==> src/rtl/seg_mux_decoder.sv <==
`default_nettype none
// =============================================================================
// Module      : seg_mux_decoder
// Description : Settles the multiplexed seven-segment bus and decodes each
//               digit back to hex. Error flags built only with SEG_DECODE_ERR_EN.
// Revision    : 1.0 - initial release
// =============================================================================
module seg_mux_decoder #(
  parameter int SETTLE_CYCLES = 4
) (
  input  logic       clock,
  input  logic       reset,
  input  logic [6:0] seg,
  input  logic [1:0] seg_power,
  output logic [3:0] digit0,
  output logic [3:0] digit1,
  output logic       valid,
  output logic       update,
  output logic       bad_pattern,
  output logic       overlap
);

  localparam logic [7:0] C_SETTLE = 8'(SETTLE_CYCLES);
  localparam logic [6:0] C_BLANK  = 7'h7F;

  typedef enum logic [1:0] {
    ST_WAIT    = 2'd0,
    ST_CAPTURE = 2'd1,
    ST_HOLD    = 2'd2
  } state_t;

  state_t     r_state_q, w_state_d;
  logic [8:0] r_in_q;
  logic [7:0] r_cnt_q, w_cnt_d;
  logic [3:0] r_digit0_q, r_digit1_q;
  logic [1:0] r_seen_q;
  logic       r_update_q;

  logic [8:0] w_in;
  logic       w_changed;
  logic       w_stable;
  logic       w_onehot;
  logic       w_blank;
  logic       w_dec_ok;
  logic [3:0] w_dec;
  logic       w_capture;

  assign w_in      = {seg_power, seg};
  assign w_changed = (w_in != r_in_q);
  assign w_stable  = !w_changed && (r_cnt_q == C_SETTLE);
  assign w_onehot  = (r_in_q[8:7] == 2'b01) || (r_in_q[8:7] == 2'b10);
  assign w_blank   = (r_in_q[6:0] == C_BLANK);

  always_comb begin
    w_cnt_d = r_cnt_q;
    if (w_changed) begin
      w_cnt_d = 8'd1;
    end else if (r_cnt_q < C_SETTLE) begin
      w_cnt_d = r_cnt_q + 8'd1;
    end
  end

  // Standard active-low hex glyphs, lowercase b and d
  always_comb begin
    w_dec    = 4'h0;
    w_dec_ok = 1'b1;
    case (r_in_q[6:0])
      7'h40:   w_dec = 4'h0;
      7'h79:   w_dec = 4'h1;
      7'h24:   w_dec = 4'h2;
      7'h30:   w_dec = 4'h3;
      7'h19:   w_dec = 4'h4;
      7'h12:   w_dec = 4'h5;
      7'h02:   w_dec = 4'h6;
      7'h78:   w_dec = 4'h7;
      7'h00:   w_dec = 4'h8;
      7'h10:   w_dec = 4'h9;
      7'h08:   w_dec = 4'hA;
      7'h03:   w_dec = 4'hB;
      7'h46:   w_dec = 4'hC;
      7'h21:   w_dec = 4'hD;
      7'h06:   w_dec = 4'hE;
      7'h0E:   w_dec = 4'hF;
      default: w_dec_ok = 1'b0;
    endcase
  end

  always_comb begin
    w_state_d = r_state_q;
    w_capture = 1'b0;
    if (w_changed) begin
      w_state_d = ST_WAIT;
    end else begin
      case (r_state_q)
        ST_WAIT: begin
          if (w_stable && w_onehot && !w_blank && w_dec_ok) begin
            w_state_d = ST_CAPTURE;
            w_capture = 1'b1;
          end
        end
        ST_CAPTURE: w_state_d = ST_HOLD;
        ST_HOLD:    w_state_d = ST_HOLD;
        default:    w_state_d = ST_WAIT;
      endcase
    end
  end

  always_ff @(posedge clock or negedge reset) begin
    if (!reset) begin
      r_state_q  <= ST_WAIT;
      r_in_q     <= 9'd0;
      r_cnt_q    <= 8'd0;
      r_digit0_q <= 4'h0;
      r_digit1_q <= 4'h0;
      r_seen_q   <= 2'b00;
      r_update_q <= 1'b0;
    end else begin
      r_state_q  <= w_state_d;
      r_in_q     <= w_in;
      r_cnt_q    <= w_cnt_d;
      r_update_q <= w_capture;
      if (w_capture) begin
        if (r_in_q[7]) begin
          r_digit0_q  <= w_dec;
          r_seen_q[0] <= 1'b1;
        end else begin
          r_digit1_q  <= w_dec;
          r_seen_q[1] <= 1'b1;
        end
      end
    end
  end

  assign digit0 = r_digit0_q;
  assign digit1 = r_digit1_q;
  assign valid  = r_seen_q[0] & r_seen_q[1];
  assign update = r_update_q;

`ifdef SEG_DECODE_ERR_EN
  logic r_bad_q;
  logic r_ovl_q;

  // Overlap looks at the registered sample, so it lands one edge after 2'b11
  always_ff @(posedge clock or negedge reset) begin
    if (!reset) begin
      r_bad_q <= 1'b0;
      r_ovl_q <= 1'b0;
    end else begin
      if (w_stable && w_onehot && !w_blank && !w_dec_ok) begin
        r_bad_q <= 1'b1;
      end
      if (r_in_q[8:7] == 2'b11) begin
        r_ovl_q <= 1'b1;
      end
    end
  end

  assign bad_pattern = r_bad_q;
  assign overlap     = r_ovl_q;
`else
  assign bad_pattern = 1'b0;
  assign overlap     = 1'b0;
`endif

endmodule
`default_nettype wire

==> config.mk <==
export PLATFORM = sky130hd
export DESIGN_NAME = seg_mux_decoder
export DESIGN_NICKNAME = d
export VERILOG_FILES = /design/src/rtl/seg_mux_decoder.sv
export SDC_FILE = /design/constraint.sdc
export NUM_CORES = 1
export LEC_CHECK = 0
export ABC_AREA = 1
export CAP_MARGIN = 30
export CORE_MARGIN = 5
export CORE_UTILIZATION = 52
export DETAILED_ROUTE_END_ITERATION = 7
export GPL_ROUTABILITY_DRIVEN = 0
export PLACE_DENSITY = 0.76
export SETUP_SLACK_MARGIN = 0.4
export SLEW_MARGIN = 20
export SYNTH_ARGS = -nofsm -noshare
export SYNTH_HDL_FRONTEND = slang
export SYNTH_SLANG_ARGS = --single-unit
export TNS_END_PERCENT = 10
==> constraint.sdc <==
create_clock -name clock -period 3.62 [get_ports clock]
set_clock_uncertainty 0.1 [all_clocks]
set_input_delay 0.905 -clock clock [delete_from_list [all_inputs] [get_ports clock]]
set_output_delay 0.905 -clock clock [all_outputs]
set_load 0.02 [all_outputs]
; ---- Yosys cells after proc, flatten, opt, wreduce, memory -nomap -nowiden
; Index checks and enable logic that the tools add are counted.
[totals]
out_inout_bits = 12
word_cells = 59
input_bits = 11
reg_bits = 30
[classes]
muxes = 10
eq_ne = 23
reduce_logical = 14
n_bitwise = 2
n_addsub = 1
magnitude_cmp = 1
[ops]
columns = cell, count
row1 = case mux 4 bit (15 select lines), 1
row2 = "equality test 7 bit, second input constant", 5
row3 = "equality test 7 x 5 -> 1 bit, second input constant", 3
row4 = "equality test 7 x 6 -> 1 bit, second input constant", 3
row5 = 2-to-1 mux 8 bit, 2
row6 = OR reduction 16 bit, 1
row7 = "equality test 7 x 2 -> 1 bit, second input constant", 2
row8 = "equality test 7 x 4 -> 1 bit, second input constant", 2
row9 = inequality test 9 bit, 1
row10 = "adder 8 x 1 -> 8 bit, second input constant", 1
row11 = "equality test 8 x 3 -> 1 bit, second input constant", 1
row12 = "< comparator 8 x 3 -> 1 bit, second input constant", 1
row13 = "equality test 7 x 3 -> 1 bit, second input constant", 1
row14 = logical NOT 7 bit, 1
row15 = "equality test 2 x 1 -> 1 bit, second input constant", 2
row16 = "equality test 2 bit, second input constant", 2
row17 = logical AND 1 bit, 4
row18 = 2-to-1 mux 1 bit, 4
row19 = 2-to-1 mux 2 bit, 2
row20 = case mux 2 bit (2 select lines), 1
row21 = AND reduction 2 bit, 2
row22 = "inequality test 3 bit, second input constant", 1
row23 = logical NOT 1 bit, 2
row24 = logical NOT 2 bit, 1
row25 = other kinds (5), 5

; ---- Longest topological paths before layout
[depth]
ltp_word = 10
mapped_depth = 12
ltp_nobuf = 12

; ---- Worst setup path before layout
; OpenSTA, ideal clock, no wires.
[synth_timing]
kind = input to register
startpoint = input port seg_power[1]
endpoint = register r_digit0_q[0] (netlist: digit0[0])
stages = 9
path_buffers = 1
setup_time_ps = 118
arrival_time_ps = 1832
required_time_ps = 3402
slack_ps = 1569
path_cell_list = xnor2_1 nand2_1 nor2_2 nand2_2 nor2_4 buf_6 nand4_4 nand2_1 nand2_1
[synth_between]
elab_chain_cells = 10
[synth_rtl]
columns = item, line_no
row1 = "start, declared", 14  ; input logic [1:0] seg_power,
row2 = inequality test 9 bit (*), 49  ; assign w_changed = (w_in != r_in_q);
row3 = logical NOT 1 bit, 50  ; assign w_stable = !w_changed && (r_cnt_q == C_SETTLE);
row4 = logical AND 1 bit, 50
row5 = logical AND 1 bit (3 in series), 96  ; if (w_stable && w_onehot && !w_blank && w_dec_ok) begin
row6 = 2-to-1 mux 1 bit, 96
row7 = 2-to-1 mux 1 bit, 94  ; case (r_state_q)
row8 = 2-to-1 mux 1 bit (*), 91  ; if (w_changed) begin
row9 = AND reduction 2 bit (no line) (*), n/a
row10 = "end signal, assigned", 124  ; r_digit0_q <= w_dec;
row11 = "end, declared", 35  ; logic [3:0] r_digit0_q, r_digit1_q;
; Mark *: on every way between the ends. The rest lies on a longest branch, timed or not.
; A chain may end at the register's enable or synchronous reset.

; ---- Worst setup path after layout
[layout_timing]
startpoint = input port seg[3]
endpoint = register r_digit1_q[0] (netlist: digit1[0])
[layout_between]
elab_chain_cells = 10
[layout_rtl]
columns = item, line_no
row1 = "start, declared", 13  ; input logic [6:0] seg,
row2 = inequality test 9 bit (*), 49
row3 = logical NOT 1 bit, 50
row4 = logical AND 1 bit, 50
row5 = logical AND 1 bit (3 in series), 96
row6 = 2-to-1 mux 1 bit, 96
row7 = 2-to-1 mux 1 bit, 94
row8 = 2-to-1 mux 1 bit (*), 91
row9 = AND reduction 2 bit (no line) (*), n/a
row10 = "end signal, assigned", 127  ; r_digit1_q <= w_dec;
row11 = "end, declared", 35
; Marked as above.

==> results.sh <==
export IMPL_grt_pass1_vias=1327
export IMPL_fin_area_um2=2030
export IMPL_cts_buffers=5
export IMPL_yosysSeqAreaShare=0.426
export IMPL_coreArea_um2=3310
export IMPL_die_area_um2=4650
export IMPL_final_max_slew_viol_count=0
export IMPL_final_common_cell="nand2_1"
export IMPL_fin_crit_ns=2.53
export IMPL_cp_end_kind="register"
export IMPL_critPathMaxFanout=12
export IMPL_die_y_um=68.2
export IMPL_setup_viol_count_final=0
export IMPL_overflow=0
export IMPL_clockBufferDepth=2
export IMPL_cp_start_kind="primary input"
export IMPL_crit_type="in2reg"
export IMPL_placed_area_um2=1990
export IMPL_synth_simple_gate_area_frac=0.396
export IMPL_synth_top_family_by_area="simple AND/OR/NAND/NOR gates"
export IMPL_die_x_um=68.2
export IMPL_ant_nets=0
export IMPL_grt_usage=0.161
export IMPL_rsz0062_at_grt="false"
export IMPL_synth_cell_type_count=26
export IMPL_synth_top_cell_by_area="dfrtp_1"
export IMPL_synth_compound_area_frac=0.0185
export IMPL_synth_xor_area_frac=0.0391
export IMPL_peakVddDrop_v=0.000166
export IMPL_synth_area_mux_share=0
export IMPL_ctsResizeCount=0
export IMPL_cts_root_buffer_cell="clkbuf_4"
export IMPL_cts_max_level=2
export IMPL_cellPowerDensity_nw_per_um2=290
export IMPL_r2r_cells=8
export IMPL_grt_max_degree=17
export IMPL_syn_to_final_growth_pct=15.4
export IMPL_pin_count=23
export IMPL_final_cell_mix="nand2_1 (72), dfrtp_1 (30), nor2_1 (28)"
export IMPL_leakage_nw=1.08
export IMPL_wirelength_um=3150
export IMPL_cap_violations=0
export IMPL_holdBufCountCts=0
export IMPL_cts_sinks=30
export IMPL_worst_slew_pin_slew_ns=0.645
export IMPL_wl_per_cell_um=10.6
export IMPL_synth_cells=228
export IMPL_std_cell_rows=21
export IMPL_avgSynthCellArea_um2=7.73
export IMPL_cts_tree="done"
export IMPL_cp_data_required_time_ns=3.74
export IMPL_synth_fa_ha_area_frac=0.0284
export IMPL_antenna_found_initial=0
export IMPL_vias=1420
export IMPL_drtIter0Drc=52
export IMPL_status="complete, no violations"
export IMPL_cts_setup_buffers=0
export IMPL_critPathArrivalTime_ns=2.65
export IMPL_clkTransAtPathRegs_ns=0.08
export IMPL_synth_top_cell_area_share=0.426
export IMPL_fill_cells=315
export IMPL_io_buffers=20
export IMPL_synth_area_um2=1760
export IMPL_firstDrtPassIters=4
export IMPL_slew_headroom=0.569
export IMPL_yosys_warnings=0
export IMPL_drc=0
export IMPL_nNetsFinal=267
export IMPL_max_clock_freq_mhz=395
export IMPL_worst_skew_pair_late_latency_ns=0.32
export IMPL_vias_per_cell=4.77
export IMPL_synth_seq_cells=30
export IMPL_grt_pass1_wl_um=5490
export IMPL_whs_path_depth=2
export IMPL_ys_top_cells_by_area="dfrtp_1 (43%), nand2_1 (15%), nor2_1 (6.0%)"
export IMPL_drive_above_1_share=0.131
export IMPL_finalHoldViolCount=0
export IMPL_dp_hpwl_um=2540
export IMPL_initial_utilization=0.532
export IMPL_finalCritPeriodShare=0.699
export IMPL_min_path_type="reg2reg"
export IMPL_antennaDiodeCount=0
export IMPL_tns_ns=0
cells by family (layout without fill, tap and decap cells):
group,after synthesis,in the layout
AOI/OAI and AO/OA,5,5
xor gates and xnor gates,7,7
adders and majority gates,4,4
buffers and inverters,36,59
DFF,30,30
other,1,2
and+or+nand+nor,145,145
sequential cells by signal, summed over array words and instances, names as in the netlist:
register	cells
r_cnt_q	8
digit1	4
r_state_q	2
update	1
r_seen_q	2
digit0	4
r_in_q	9
where the power goes:
group | total (mW) | switching [mW] | internal, mW
combinational | 0.0622 | 0.0363 | 0.0258
clock | 0.177 | 0.104 | 0.0731
sequential | 0.349 | 0.00920 | 0.340
worst paths after layout:
path                                  startpoint                       end  slack (ns)
max reg2reg                  r_in_q[7]$_DFF_PN0_     digit1[0]$_DFFE_PN0P_        1.58
min reg2reg                digit0[0]$_DFFE_PN0P_     digit0[0]$_DFFE_PN0P_        0.38
min in group asynchronous                  reset  r_state_q[0]$_DFFE_PN0P_        0.87
max                                       seg[3]     digit1[0]$_DFFE_PN0P_        1.09
max in group asynchronous                  reset    r_cnt_q[7]$_DFFE_PN0P_        1.90
min                        digit0[0]$_DFFE_PN0P_     digit0[0]$_DFFE_PN0P_        0.38
per-layer routing:
layer	wire length (µm)	track usage	vias up
met5	0	0	-
met4	75	0.0893	0
met3	137	0.0296	7
met2	1420	0.266	28
met1	1510	0.195	631
li1	-	-	754
per-stage QoR:
step                      cells  setup WS (ns)   util  total power [mW]  hold WS (ns)
final                       298           1.09  0.614             0.589         0.382
after global placement      291          0.786  0.601             0.418         0.350
after detailed placement    291          0.734  0.601             0.418         0.361
after floorplan             229           1.57      -             0.394         0.334
after CTS                   298           1.07  0.614             0.599         0.385
after global routing        298          0.900  0.614             0.623         0.404
critical path: stages:
cell and delay [ns]:
clkdlybuf4s50_1 0.49, nand2_1 0.06, nand2_1 0.07, nand3_1 0.08
nor2_2 0.16, nand2_2 0.21, nor2_4 0.30, nand4_2 0.20
nand2_1 0.10, nand2_1 0.05
cells in the mapped netlist:
cell type	count
a21oi_1	3
buf_2	1
buf_4	2
buf_6	2
conb_1	1
dfrtp_1	30
ha_1	4
inv_1	27
inv_2	4
nand2_1	72
nand2_2	5
nand3_1	12
nand3_2	1
nand4_1	10
nand4_2	1
nand4_4	1
nor2_1	28
nor2_2	7
nor2_4	3
nor2_8	1
nor2b_1	1
nor3_1	2
nor3_2	1
o21ai_2	2
xnor2_1	6
xnor2_2	1
layout make-up:
| cell class | count | area [µm²] | share of cell area |
|---|---|---|---|
| inverters | 31 | 116 | 0.0572 |
| repair buffers | 21 | 208 | 0.102 |
| well taps | 46 | 57.6 | 0.0283 |
| flip-flops and latches | 30 | 751 | 0.369 |
| multi-input cells | 163 | 856 | 0.421 |
| clock buffers | 7 | 45.0 | 0.0222 |
(Power assumes the default switching activity.)
==> RTL edit (config.mk and constraints unchanged) <==
Register the output `digit0` once more, without a reset; this adds one clock of latency there. The other outputs are not delayed to match.
--- a/src/rtl/seg_mux_decoder.sv
+++ b/src/rtl/seg_mux_decoder.sv
@@ -131,7 +131,9 @@
     end
   end
 
-  assign digit0 = r_digit0_q;
+  always_ff @(posedge clock) begin
+    digit0 <= r_digit0_q;
+  end
   assign digit1 = r_digit1_q;
   assign valid  = r_seen_q[0] & r_seen_q[1];
   assign update = r_update_q;
Function: changed (Yosys sat finds a counterexample within 10 cycles, from zero or initial values and one cycle with reset low).
==> RTL edit against the original RTL <==
Design area up 4.9%; clock power up 12%; setup slack better by 0.029 ns; worst hold slack worse by 0.10 ns; synthesized area up 5.3%; combinational power up 2%; sequential cell count up 4; power up 11%; routed wire length down 1.1%; critical path type unchanged; largest power group unchanged.
==> RTL edit: results (changes against the original RTL) <==
stage	metric	value	unit	change
route	initialDrtViolationCount	71		+37%
route	detailedRoute.firstPassIterationCount	4		unchanged
global_routing	met3_usage	4.49	%	+1.5 points
layout	nFillCells	294		-6.7%
placement	placement.io_buffers	20		unchanged
setup_path	worstPathMaxFanout	12		unchanged
clocking	cts_root_buf	clkbuf_4		
clocking	clock_latency	0.34	ns	+0.02 ns
clocking	clock_tree.htree_level_count	2		unchanged
layout	drive_gt1_share	13.6	%	+0.52 points
synth	asyncSetResetFlopFracSynth	88.2	%	-12 points
power	power.ir.vdd_worst	0.000200	V	+21%
global_routing	globalRouteTotalUtil	14.5	%	-1.6 points
clocking	cts.reportedPaths.clkPinSlew	0.10	ns	+0.02 ns
power	sequentialPowerShare	59.9	%	+0.6 points
synth	post_synth_num_cell_types	26		unchanged
power	power_leakage	1.12	nW	+3.5%
synth	synth_sequential_area_ratio	44.8	%	+2.2 points
power	comb_power	0.0635	mW	+2%
route	routed_wire_length_per_instance	10.3	µm	-2.7%
clocking	ctsLongestPathBuffers	2		unchanged
global_routing	number_of_global_route_vias_before_repair	1350		+1.7%
setup_path	critical_path.slowest_cell	clkdlybuf4s50_1		
layout	antenna_cells_inserted	0		unchanged
run_status	outcome	finished, final reports clean		
synth	synth_area_leaders	dfrtp_1, nand2_1, nor2_1		
global_routing	maximum_number_of_pins_on_one_net_before_global_route_repair	31		+14
layout	finalNetCount	271		+1.5%
setup_path	cp.arrival	2.64	ns	about the same
synth	yosys_warnings	0		unchanged
global_routing	grtUsageMet1	17.2	%	-2.3 points
global_routing	grt_first_pass_wirelength	5.63	mm	+2.6%
synth	synthFlopType	dfrtp_1		
synth	post_synth_top_cells	nand2_1, dfrtp_1, nor2_1		
route	routed.top_layer	met4		
setup_path	critical_path.top_delay_family	simple AND/OR/NAND/NOR gates		
placement	dp.final_hpwl	2.41	mm	-5.1%
clocking	number_of_instances_resized_during_post_cts_repair	0		unchanged
route	num_vias	1462		+3.0%
power	power_switching_share	26.2	%	+0.70 points
global_routing	antenna_violations_before_repair	0		unchanged
route	detailroute.wirelength.met3	177	µm	+29%
layout	largestRegisters	r_in_q: 9 flops, r_cnt_q: 8 flops		
clocking	cts_buffers	5		unchanged
global_routing	globalRouteMet2Util	23.3	%	-3.3 points
clocking	post-cts-setup-buffers	0		unchanged
setup_path	critical-path-max-stage-delay	0.50	ns	
power	net_switching_power	0.172	mW	+14%
hold_path	hold_path_class	flip-flop to flip-flop		
route	detail_route.wirelength.met1	1.45	mm	-4.4%
placement	placedInstanceArea	2080	µm²	+4.7%
route	wl_met2	1.39	mm	-2.0%
-- RTL edit: cell types whose count changed in the layout (fill, tap and decap cells not counted) --
| cell | change |
|---|---|
| nor2_1 | +1 |
| xnor2_1 | +1 |
| nand2_2 | +2 |
| clkinv_2 | +2 |
| nand2_1 | -2 |
| nand3_4 | +1 |
| nor2_2 | -3 |
| nor2_4 | +2 |
| nand3_2 | -1 |
| clkbuf_1 | -1 |
| dfxtp_1 | +4 |
| xnor2_2 | -1 |
-- RTL edit: cell families (layout without fill, tap and decap cells) --
logic type,after synthesis,in the layout,synth area share [%]
flip-flops,34,34,44.8
XOR/XNOR,7,7,3.31
buffers and inverters,36,60,8.57
AO/OA/AOI/OAI,5,5,1.75
other,1,2,0.202
adder cells (fa/ha/maj),4,4,2.70
AND/OR/NAND/NOR,145,145,38.7
-- RTL edit: final cells by class --
class                   count  area, µm²  area share, %
flip-flops and latches     34        831           39.0
well taps                  46       57.6           2.70
clock inverters             2       10.0          0.469
repair buffers             21        208           9.74
clock buffers               6       41.3           1.94
multi-input cells         163        868           40.7
inverters                  31        116           5.46
-- RTL edit: per-stage QoR --
step / cells / setup WS (ns)
after global routing: 303 / 0.960
after CTS: 303 / 1.11
after global placement: 295 / 0.806
after floorplan: 233 / 1.58
final: 303 / 1.12
after detailed placement: 295 / 0.734
-- RTL edit: final timing paths --
path	start	end	slack (ns)	cells after the start
setup / recovery	seg[3]	digit1[0]	1.12	10
hold / removal	r_digit0_q[2]	digit0[2]	0.28	0
max in group asynchronous	reset	r_cnt_q[4]	2.30	2
setup reg to reg	r_in_q[7]	digit1[0]	1.64	8
hold reg to reg	r_digit0_q[2]	digit0[2]	0.28	0
min in group asynchronous	reset	r_digit0_q[0]	0.84	2
